===== src/rtl/leg_mem_pkg.sv =====
`default_nettype none
// ============================================================================
// Module      : leg_mem_pkg
// Description : Shared types and helpers for the cache line memory controller.
// Revision    : 1.0 - initial release
// ============================================================================
package leg_mem_pkg;

    // Controller states; explicit 2-bit encoding.
    typedef enum logic [1:0] {
        IDLE  = 2'd0,
        READ  = 2'd1,
        WRITE = 2'd2,
        DONE  = 2'd3
    } state_t;

    // Bytes per memory word; word addresses step by this amount.
    localparam int unsigned WORD_BYTES = 4;

    // Align a byte address down to the start of its cache line.
    function automatic logic [31:0] lineBase(input logic [31:0] addr,
                                             input int unsigned blocksize);
        logic [31:0] mask;
        mask = 32'(blocksize * WORD_BYTES) - 32'd1;
        return addr & ~mask;
    endfunction

endpackage
`default_nettype wire


===== src/rtl/cache_line_mem_ctrl_line_addr_gen.sv =====
`default_nettype none
// ============================================================================
// Module      : line_addr_gen
// Description : Word counter within a cache line plus memory address
//               generation (a = base + cnt * WORD_BYTES). The counter wraps
//               modulo BLOCKSIZE; last_o flags the final word of the burst,
//               i.e. the word whose successor is the starting word.
// Revision    : 1.0 - initial release
// ============================================================================
module line_addr_gen
    import leg_mem_pkg::*;
#(
    parameter int BLOCKSIZE = 4,
    parameter int CW        = $clog2(BLOCKSIZE)
) (
    input  logic          clk,
    input  logic          reset,
    input  logic          load_i,
    input  logic [CW-1:0] start_i,
    input  logic          inc_i,
    input  logic [31:0]   base_i,
    output logic [CW-1:0] cnt_o,
    output logic          last_o,
    output logic [31:0]   addr_o
);

    localparam logic [CW-1:0] C_ONE = CW'(1);

    logic [CW-1:0] cnt_q, cnt_d;
    logic [CW-1:0] start_q, start_d;
    logic [CW-1:0] w_cnt_inc;

    // Natural CW-bit overflow provides the modulo-BLOCKSIZE wrap.
    assign w_cnt_inc = cnt_q + C_ONE;

    // Next counter value: load on accept, step on each completed word.
    always_comb begin
        cnt_d   = cnt_q;
        start_d = start_q;
        if (load_i) begin
            cnt_d   = start_i;
            start_d = start_i;
        end else if (inc_i) begin
            cnt_d = w_cnt_inc;
        end
    end

    // Counter and starting-word registers.
    always_ff @(posedge clk) begin
        if (reset) begin
            cnt_q   <= '0;
            start_q <= '0;
        end else begin
            cnt_q   <= cnt_d;
            start_q <= start_d;
        end
    end

    assign cnt_o  = cnt_q;
    assign last_o = (w_cnt_inc == start_q);
    assign addr_o = base_i + 32'(cnt_q) * 32'(WORD_BYTES);

endmodule
`default_nettype wire


===== src/rtl/cache_line_mem_ctrl.sv =====
`default_nettype none
// ============================================================================
// Module      : cache_line_mem_ctrl
// Description : Bus initiator converting one cache line fill / writeback into
//               BLOCKSIZE single-word memory transactions, returning the
//               assembled fill line with a one-cycle resp_valid pulse.
//               Optional macro CRITICAL_WORD_FIRST_EN: fills begin at the
//               requested word and wrap; writebacks always begin at word 0.
// Revision    : 1.0 - initial release
// ============================================================================
module cache_line_mem_ctrl
    import leg_mem_pkg::*;
#(
    parameter int BLOCKSIZE = 4,
    parameter int WORD_W    = 32
) (
    input  logic                        clk,
    input  logic                        reset,
    input  logic                        req_valid,
    input  logic                        req_write,
    input  logic [31:0]                 req_addr,
    input  logic [BLOCKSIZE*WORD_W-1:0] req_wdata,
    output logic                        req_ready,
    output logic                        resp_valid,
    output logic [BLOCKSIZE*WORD_W-1:0] resp_rdata,
    output logic                        we,
    output logic                        re,
    output logic                        HSEL,
    output logic [31:0]                 a,
    output logic [WORD_W-1:0]           wd,
    input  logic [WORD_W-1:0]           rd,
    input  logic                        Valid
);

    localparam int CW = $clog2(BLOCKSIZE);
    localparam int LW = BLOCKSIZE * WORD_W;

    state_t        state_q, state_d;
    logic [31:0]   base_q, base_d;
    logic [LW-1:0] wline_q, wline_d;
    logic [LW-1:0] fill_q, fill_d;
    logic [LW-1:0] resp_q, resp_d;

    logic          w_accept;
    logic          w_inc;
    logic          w_last;
    logic [CW-1:0] w_start;
    logic [CW-1:0] w_cnt;
    logic [31:0]   w_addr;

    assign w_accept = (state_q == IDLE) && req_valid;
    assign w_inc    = ((state_q == READ) || (state_q == WRITE)) && Valid;

`ifdef CRITICAL_WORD_FIRST_EN
    assign w_start = req_write ? '0 : req_addr[CW+1:2];
`else
    assign w_start = '0;
`endif

    line_addr_gen #(
        .BLOCKSIZE (BLOCKSIZE),
        .CW        (CW)
    ) u_addr_gen (
        .clk     (clk),
        .reset   (reset),
        .load_i  (w_accept),
        .start_i (w_start),
        .inc_i   (w_inc),
        .base_i  (base_q),
        .cnt_o   (w_cnt),
        .last_o  (w_last),
        .addr_o  (w_addr)
    );

    // Next-state and bus/handshake outputs; idle values are the defaults.
    always_comb begin
        state_d    = state_q;
        req_ready  = 1'b0;
        resp_valid = 1'b0;
        we         = 1'b0;
        re         = 1'b0;
        HSEL       = 1'b0;
        a          = '0;
        wd         = '0;
        case (state_q)
            IDLE: begin
                req_ready = ~reset;
                if (req_valid) begin
                    state_d = req_write ? WRITE : READ;
                end
            end
            READ: begin
                HSEL = 1'b1;
                re   = 1'b1;
                a    = w_addr;
                if (Valid && w_last) begin
                    state_d = DONE;
                end
            end
            WRITE: begin
                HSEL = 1'b1;
                we   = 1'b1;
                a    = w_addr;
                wd   = wline_q[int'(w_cnt)*WORD_W +: WORD_W];
                if (Valid && w_last) begin
                    state_d = DONE;
                end
            end
            DONE: begin
                resp_valid = 1'b1;
                state_d    = IDLE;
            end
            default: state_d = IDLE;
        endcase
    end

    // Line buffers: latch request, collect fill words, publish on last word.
    always_comb begin
        base_d  = base_q;
        wline_d = wline_q;
        fill_d  = fill_q;
        resp_d  = resp_q;
        if (w_accept) begin
            base_d  = lineBase(req_addr, BLOCKSIZE);
            wline_d = req_wdata;
        end
        if ((state_q == READ) && Valid) begin
            fill_d[int'(w_cnt)*WORD_W +: WORD_W] = rd;
            if (w_last) begin
                resp_d = fill_d;
            end
        end
    end

    // State and buffer registers; reset abandons any transfer in flight.
    always_ff @(posedge clk) begin
        if (reset) begin
            state_q <= IDLE;
            base_q  <= '0;
            wline_q <= '0;
            fill_q  <= '0;
            resp_q  <= '0;
        end else begin
            state_q <= state_d;
            base_q  <= base_d;
            wline_q <= wline_d;
            fill_q  <= fill_d;
            resp_q  <= resp_d;
        end
    end

    assign resp_rdata = resp_q;

endmodule
`default_nettype wire


===== config.mk =====
export PLATFORM = sky130hd
export DESIGN_NAME = cache_line_mem_ctrl
export DESIGN_NICKNAME = d
export VERILOG_FILES = /design/src/rtl/leg_mem_pkg.sv /design/src/rtl/cache_line_mem_ctrl_line_addr_gen.sv /design/src/rtl/cache_line_mem_ctrl.sv
export SDC_FILE = /design/constraint.sdc
export NUM_CORES = 1
export LEC_CHECK = 0
export CELL_PAD_IN_SITES_DETAIL_PLACEMENT = 0
export CELL_PAD_IN_SITES_GLOBAL_PLACEMENT = 1
export CORE_MARGIN = 1.5
export CORE_UTILIZATION = 41
export DETAILED_ROUTE_END_ITERATION = 10
export GPL_ROUTABILITY_DRIVEN = 0
export PLACE_DENSITY = 0.82
export SLEW_MARGIN = 20
export SYNTH_ARGS = -nofsm -noshare
export SYNTH_HDL_FRONTEND = slang
export SYNTH_SLANG_ARGS = --single-unit

===== constraint.sdc =====
create_clock -name clk -period 4.85 [get_ports clk]
set_clock_uncertainty 0.1 [all_clocks]
set_input_delay 0.7275 -clock clk [delete_from_list [all_inputs] [get_ports clk]]
set_output_delay 0.7275 -clock clk [all_outputs]
set_load 0.02 [all_outputs]

==> impl_metrics.toml, run 1 <==
[setup_path]
required_ns = 4.02
arrival_ns = 3.20
path_cells = "buf_4 > mux4_2 > and2_1 > clkdlybuf4s50_1"
crit_family = "buffers and inverters"
cp_num_buf_inv = 2
critical_path.max_stage_delay_ns = 0.93
worstPathMaxFanout = 44
critPathLaunchType = "flop"
cp_slowest_cell = "dfxtp_4"
endpoint_kind = "primary output"
path_class = "flop to primary output"

[sta]
holdWs_ns = 0.3464
setup_slack_ns = 0.8204
post-route-min-period_ns = 4.030
maxSlewHeadroom_pct = 25.19
maxSlewViolCount = 0
tns_ns = 0
rsz0062_at_grt = "false"
worst_pin_slew_ns = 1.122
post-route-period-util_pct = 83.08
setup_viol = 0
hold_viol_final = 0
fmax_mhz = 248.2

[final_layout]
nets = 2465
syn_to_final_growth_pct = 30.81
fin_util_pct = 54.52
instances_no_fill = 2839
drive_gt1_share_pct = 6.713
seq_area_um2 = 8333
final_common_cell = "dfxtp_1"
fillers = 3899
final_cell_mix = "414 x dfxtp_1, 386 x clkdlybuf4s50_1, 314 x nand2_1"
multi_input_area_um2 = 7896

[clock_tree]
numCtsBuffers = 45
postCtsHoldBufs = 0
ctsResizeCount = 0
clkSlewWorstSetupHoldPaths_ns = 0.06
clkLatencyLatePin_ns = 0.57
cts_setup_buffers = 0
htree_levels = 2
cts_tree = "yes"
clock-sinks = 416
root_buffer = "clkbuf_16"
clock_path_buffers = 3

[global_routing]
grt_max_degree = 213
overflow = 0
antenna_found_initial = 11
grtUsageTotal_pct = 25.67
grt_pass1_vias = 15520
grt_pass1_wl_um = 88980

[place]
hpwl_um = 36280
place_ws_ns = 1.323
dp_cells = 2749
port_buffers = 387

[logic_synthesis]
synth_cell_types = 35
yosysSeqAreaShare_pct = 47.53
synth_top_family_by_area = "simple AND/OR/NAND/NOR gates"
syn_area_um2 = 17520
muxShareOfSynthArea_pct = 4.170
synth_compound_area_share_pct = 17.51
synthAdderAreaFrac_pct = 0.7854
avgSynthCellArea_um2 = 8.740
ys_ff_latch = 416
syn_inst = 2005
synth_warnings = 0
synth_simple_gate_area_share_pct = 22.10
synth_edf_count = 0
synthArstFlopShare_pct = 0
synthXorXnorAreaFrac_pct = 0.04998
ys.flop_type = "dfxtp_1"

[status]
status = "finished clean"

[detailed_routing]
drc = 0
drt-initial-drc-count = 1198
drtPass1Iterations = 5
routed-wl-met2_um = 27090
highest_layer = "met5"
vias_per_cell = 5.632
dr_wl_met3_um = 4035
wl_met1_um = 24890
post_drt_wl_per_cell_um = 20.45
drt_wl_total_um = 58050
ant_nets = 0
vias = 15990

[power_and_ir_drop]
worst_ir_drop_vdd_mv = 0.2566
power.leakage_nw = 7.446
power.density_nw_per_um2 = 410.1

[floorplanning]
die-area_um2 = 43990
die_y_um = 209.7
rows = 75
core_um2 = 42040
start_util_pct = 41.68
die_x_um = 209.7
io_pins = 394

[run]
max_cap_viol_count = 0

[min_path]
holdCritPathClass = "flop to flop"
==> cells in the mapped netlist (34+ instances only) <==
library cell	instances	area (um^2)
a21oi_1	157	785.8
a311oi_1	96	840.8
and2_1	64	400.4
buf_2	54	270.3
clkbuf_1	124	465.5
dfxtp_1	416	8328
inv_1	100	375.4
nand2_1	315	1182
nand2b_1	130	813.3
nand4_1	99	619.3
nor2_1	161	604.3
nor3_1	34	170.2
o32ai_1	96	840.8
==> final cells by class <==
type | instances | area share [%]
Sequential cell | 416 | 36.35
Multi-Input combinational cell | 1280 | 34.45
Timing Repair Buffer | 413 | 17.99
Clock buffer | 62 | 5.682
Tap cell | 539 | 2.942
Inverter | 101 | 1.654
Clock inverter | 22 | 0.8624
Antenna cell | 6 | 0.06550
==> power breakdown <==
| group | internal (mW) | leakage (nW) | switching (mW) |
|---|---|---|---|
| clock network | 2.04 | 0.746 | 1.43 |
| logic | 0.757 | 3.32 | 1.30 |
| registers | 3.70 | 3.38 | 0.180 |
==> worst reg2reg max path: cells and delay by family, from the launching register on <==
kind | cells | cell delay [ns]
simple gates | 2 | 0.88
fa+ha+maj | 1 | 0.37
flops | 1 | 0.93
compound gates | 1 | 0.18
buf+inv | 3 | 0.95
==> kinds of logic after synthesis <==
group | after synthesis
AND/OR/NAND/NOR | 815
AO/OA/AOI/OAI | 418
flip-flops | 416
buffers and inverters | 310
multiplexers | 33
adder cells (fa/ha/maj) | 11
other | 1
XOR/XNOR | 1
==> per-layer routing <==
layer	vias up	global-route usage, %
met3	113	5.776
met5	-	0.3337
met4	6	11.39
met2	553	41.39
met1	7740	32.91
li1	7576	-
==> path summary, 6_finish.rpt <==
kind / start / end / slack [ns] / cells after the start
worst max-delay path: u_addr_gen.cnt_o[0]$_SDFFE_PP0P_ / wd[10] / 0.82 / 4
worst max register to register: u_addr_gen.cnt_o[0]$_SDFFE_PP0P_ / fill_q[92]$_SDFFE_PP0P_ / 1.31 / 7
worst min register to register: base_q[8]$_SDFFE_PP0P_ / base_q[8]$_SDFFE_PP0P_ / 0.35 / 2
worst min-delay path: base_q[8]$_SDFFE_PP0P_ / base_q[8]$_SDFFE_PP0P_ / 0.35 / 2
==> flip-flops by register name, summed over array words and instances, names as in the netlist <==
signal / cells
fill_q: 128
resp_rdata: 128
wline_q: 128
base_q: 28
state_q: 2
u_addr_gen.cnt_o: 2
==> through the flow <==
step                total power [mW]  instance area, um^2
global route                   9.819                22920
finish                         9.401                22920
detailed placement             6.001                21410
floorplan                      5.263                17530
CTS                            9.467                22910
global placement               5.940                21410
(Power assumes the default switching activity.)
==> inputs of run 2 (changes only) <==
--- a/config.mk
+++ b/config.mk
@@ -8,10 +8,10 @@
 export CELL_PAD_IN_SITES_DETAIL_PLACEMENT = 0
 export CELL_PAD_IN_SITES_GLOBAL_PLACEMENT = 1
 export CORE_MARGIN = 1.5
-export CORE_UTILIZATION = 41
+export CORE_UTILIZATION = 38
 export DETAILED_ROUTE_END_ITERATION = 10
 export GPL_ROUTABILITY_DRIVEN = 0
-export PLACE_DENSITY = 0.82
+export PLACE_DENSITY = 0.77
 export SLEW_MARGIN = 20
 export SYNTH_ARGS = -nofsm -noshare
 export SYNTH_HDL_FRONTEND = slang
==> constraint.sdc (replaced) <==
create_clock -name clk -period 4.03 [get_ports clk]
set_clock_uncertainty 0.1 [all_clocks]
set_input_delay 0.6045 -clock clk [delete_from_list [all_inputs] [get_ports clk]]
set_output_delay 0.6045 -clock clk [all_outputs]
set_load 0.02 [all_outputs]
==> impl_metrics.toml, run 2 (synthesis gave the netlist of run 1 again) <==
[status]
status = "finished clean"

[clock_tree]
root_buffer = "clkbuf_16"
numCtsBuffers = 46
clkSlewWorstSetupHoldPaths_ns = 0.06
postCtsHoldBufs = 0
clkLatencyLatePin_ns = 0.57
cts_tree = "yes"
clock-sinks = 416
htree_levels = 2
ctsResizeCount = 0
cts_setup_buffers = 0
clock_path_buffers = 3

[sta]
post-route-period-util_pct = 87.68
worst_pin_slew_ns = 1.001
rsz0062_at_grt = "false"
hold_viol_final = 0
maxSlewHeadroom_pct = 33.29
fmax_mhz = 283.0
holdWs_ns = 0.3491
setup_viol = 0
setup_slack_ns = 0.4964
tns_ns = 0
maxSlewViolCount = 0
post-route-min-period_ns = 3.534

[power_and_ir_drop]
worst_ir_drop_vdd_mv = 0.3067
internal_power_mw = 7.891
combPwrFrac_pct = 22.5
clock_power_share_pct = 37.0
total_power_mw = 11.38
switching_power_mw = 3.494
p_seq_share_pct = 40.5
power.leakage_nw = 7.509
power.density_nw_per_um2 = 492.2
p_sw_share_pct = 30.69

[final_layout]
design_area_um2 = 23130
drive_gt1_share_pct = 6.777
fin_util_pct = 50.86
fillers = 4338
final_cell_mix = "414 x dfxtp_1, 386 x clkdlybuf4s50_1, 314 x nand2_1"
syn_to_final_growth_pct = 32.00
final_common_cell = "dfxtp_1"
nets = 2475
instances_no_fill = 2910

[place]
place_area_um2 = 21600
place_ws_ns = 1.035
dp_cells = 2819
port_buffers = 387
hpwl_um = 36550

[setup_path]
regToRegSetupSlack_ns = 1.21
endpoint_kind = "primary output"
critPathLaunchType = "flop"
path_class = "flop to primary output"
worstPathMaxFanout = 32
required_ns = 3.33
r2r_cells = 7
r2r_start = "u_addr_gen.cnt_o[0]$_SDFFE_PP0P_"
r2r_end = "resp_rdata[22]$_SDFFE_PP0P_"
arrival_ns = 2.83

[detailed_routing]
drt_wl_total_um = 58210
drt-initial-drc-count = 1220
ant_nets = 0
vias_per_cell = 5.445
post_drt_wl_per_cell_um = 20.00
drtPass1Iterations = 5
drc = 0
vias = 15850

[min_path]
worstHoldStart = "base_q[31]$_SDFFE_PP0P_"
worstHoldEndpoint = "base_q[31]$_SDFFE_PP0P_"
holdCritPathClass = "flop to flop"
holdPathStages = 2

[global_routing]
grt_max_degree = 193
grtUsageTotal_pct = 23.94
grt_pass1_vias = 15250
overflow = 0
antenna_found_initial = 10
grt_pass1_wl_um = 88980

[floorplanning]
io_pins = 394
core_um2 = 45480
die_y_um = 217.7
rows = 78
start_util_pct = 38.53
die_x_um = 217.7
die-area_um2 = 47410

[run]
max_cap_viol_count = 0
## run 2: changes by cell type in the layout (fill, tap and decap cells not counted), sizes merged
cell      delta
clkinv       -4
diode        +2
inv          -2
clkbuf       +8
bufinv       -1
clkinvlp     -2
buf          +9
## run 2: routing by layer
metal  share of wire [%]  wire length [um]  vias up  GRT usage [%]
li1                    -                 -     7616              -
met1                  43             24760     7644          30.95
met2                  48             27890      487          39.50
met3                 6.9              3999       94          4.951
met4                 2.6              1536        4          8.529
met5               0.038                22        -              0
## run 2: power by group through the flow
stage / registers (mW) / logic, mW / clock network (mW)
finish: 4.61 / 2.56 / 4.22
global route: 4.64 / 2.81 / 4.48
CTS: 4.61 / 2.58 / 4.32
detailed placement: 4.70 / 2.57 / 0
global placement: 4.68 / 2.53 / 0
floorplan: 4.64 / 1.69 / 0
## run 2: final cells by class
class,instances,area [um^2],share of cell area [%]
clock buffer,70,1393,6.020
timing repair buffer,422,4242,18.34
clock inverter,13,121.4,0.5247
antenna,8,20.02,0.08655
multi-input combinational,1280,7893,34.12
inverter,101,379.1,1.639
tap,600,750.7,3.246
sequential,416,8333,36.03
## run 2: worst max path at each step
stage                                     startpoint  slack (ns)                          end
finish                       state_q[0]$_SDFFE_PP0P_        0.50                        a[13]
CTS                          state_q[0]$_SDFFE_PP0P_        0.43                        a[13]
detailed placement           state_q[0]$_SDFFE_PP0P_        1.04                        a[13]
floorplan           u_addr_gen.cnt_o[0]$_SDFFE_PP0P_        1.55  resp_rdata[86]$_SDFFE_PP0P_
global placement             state_q[0]$_SDFFE_PP0P_        1.12                        a[13]
global route                 state_q[0]$_SDFFE_PP0P_        0.34                        a[13]
## run 2: critical path: stages (launching register included)
cell	delay [ns]
dfxtp_1	0.37
inv_1	0.09
ha_1	0.90
and2_1	0.26
clkdlybuf4s50_1	0.63
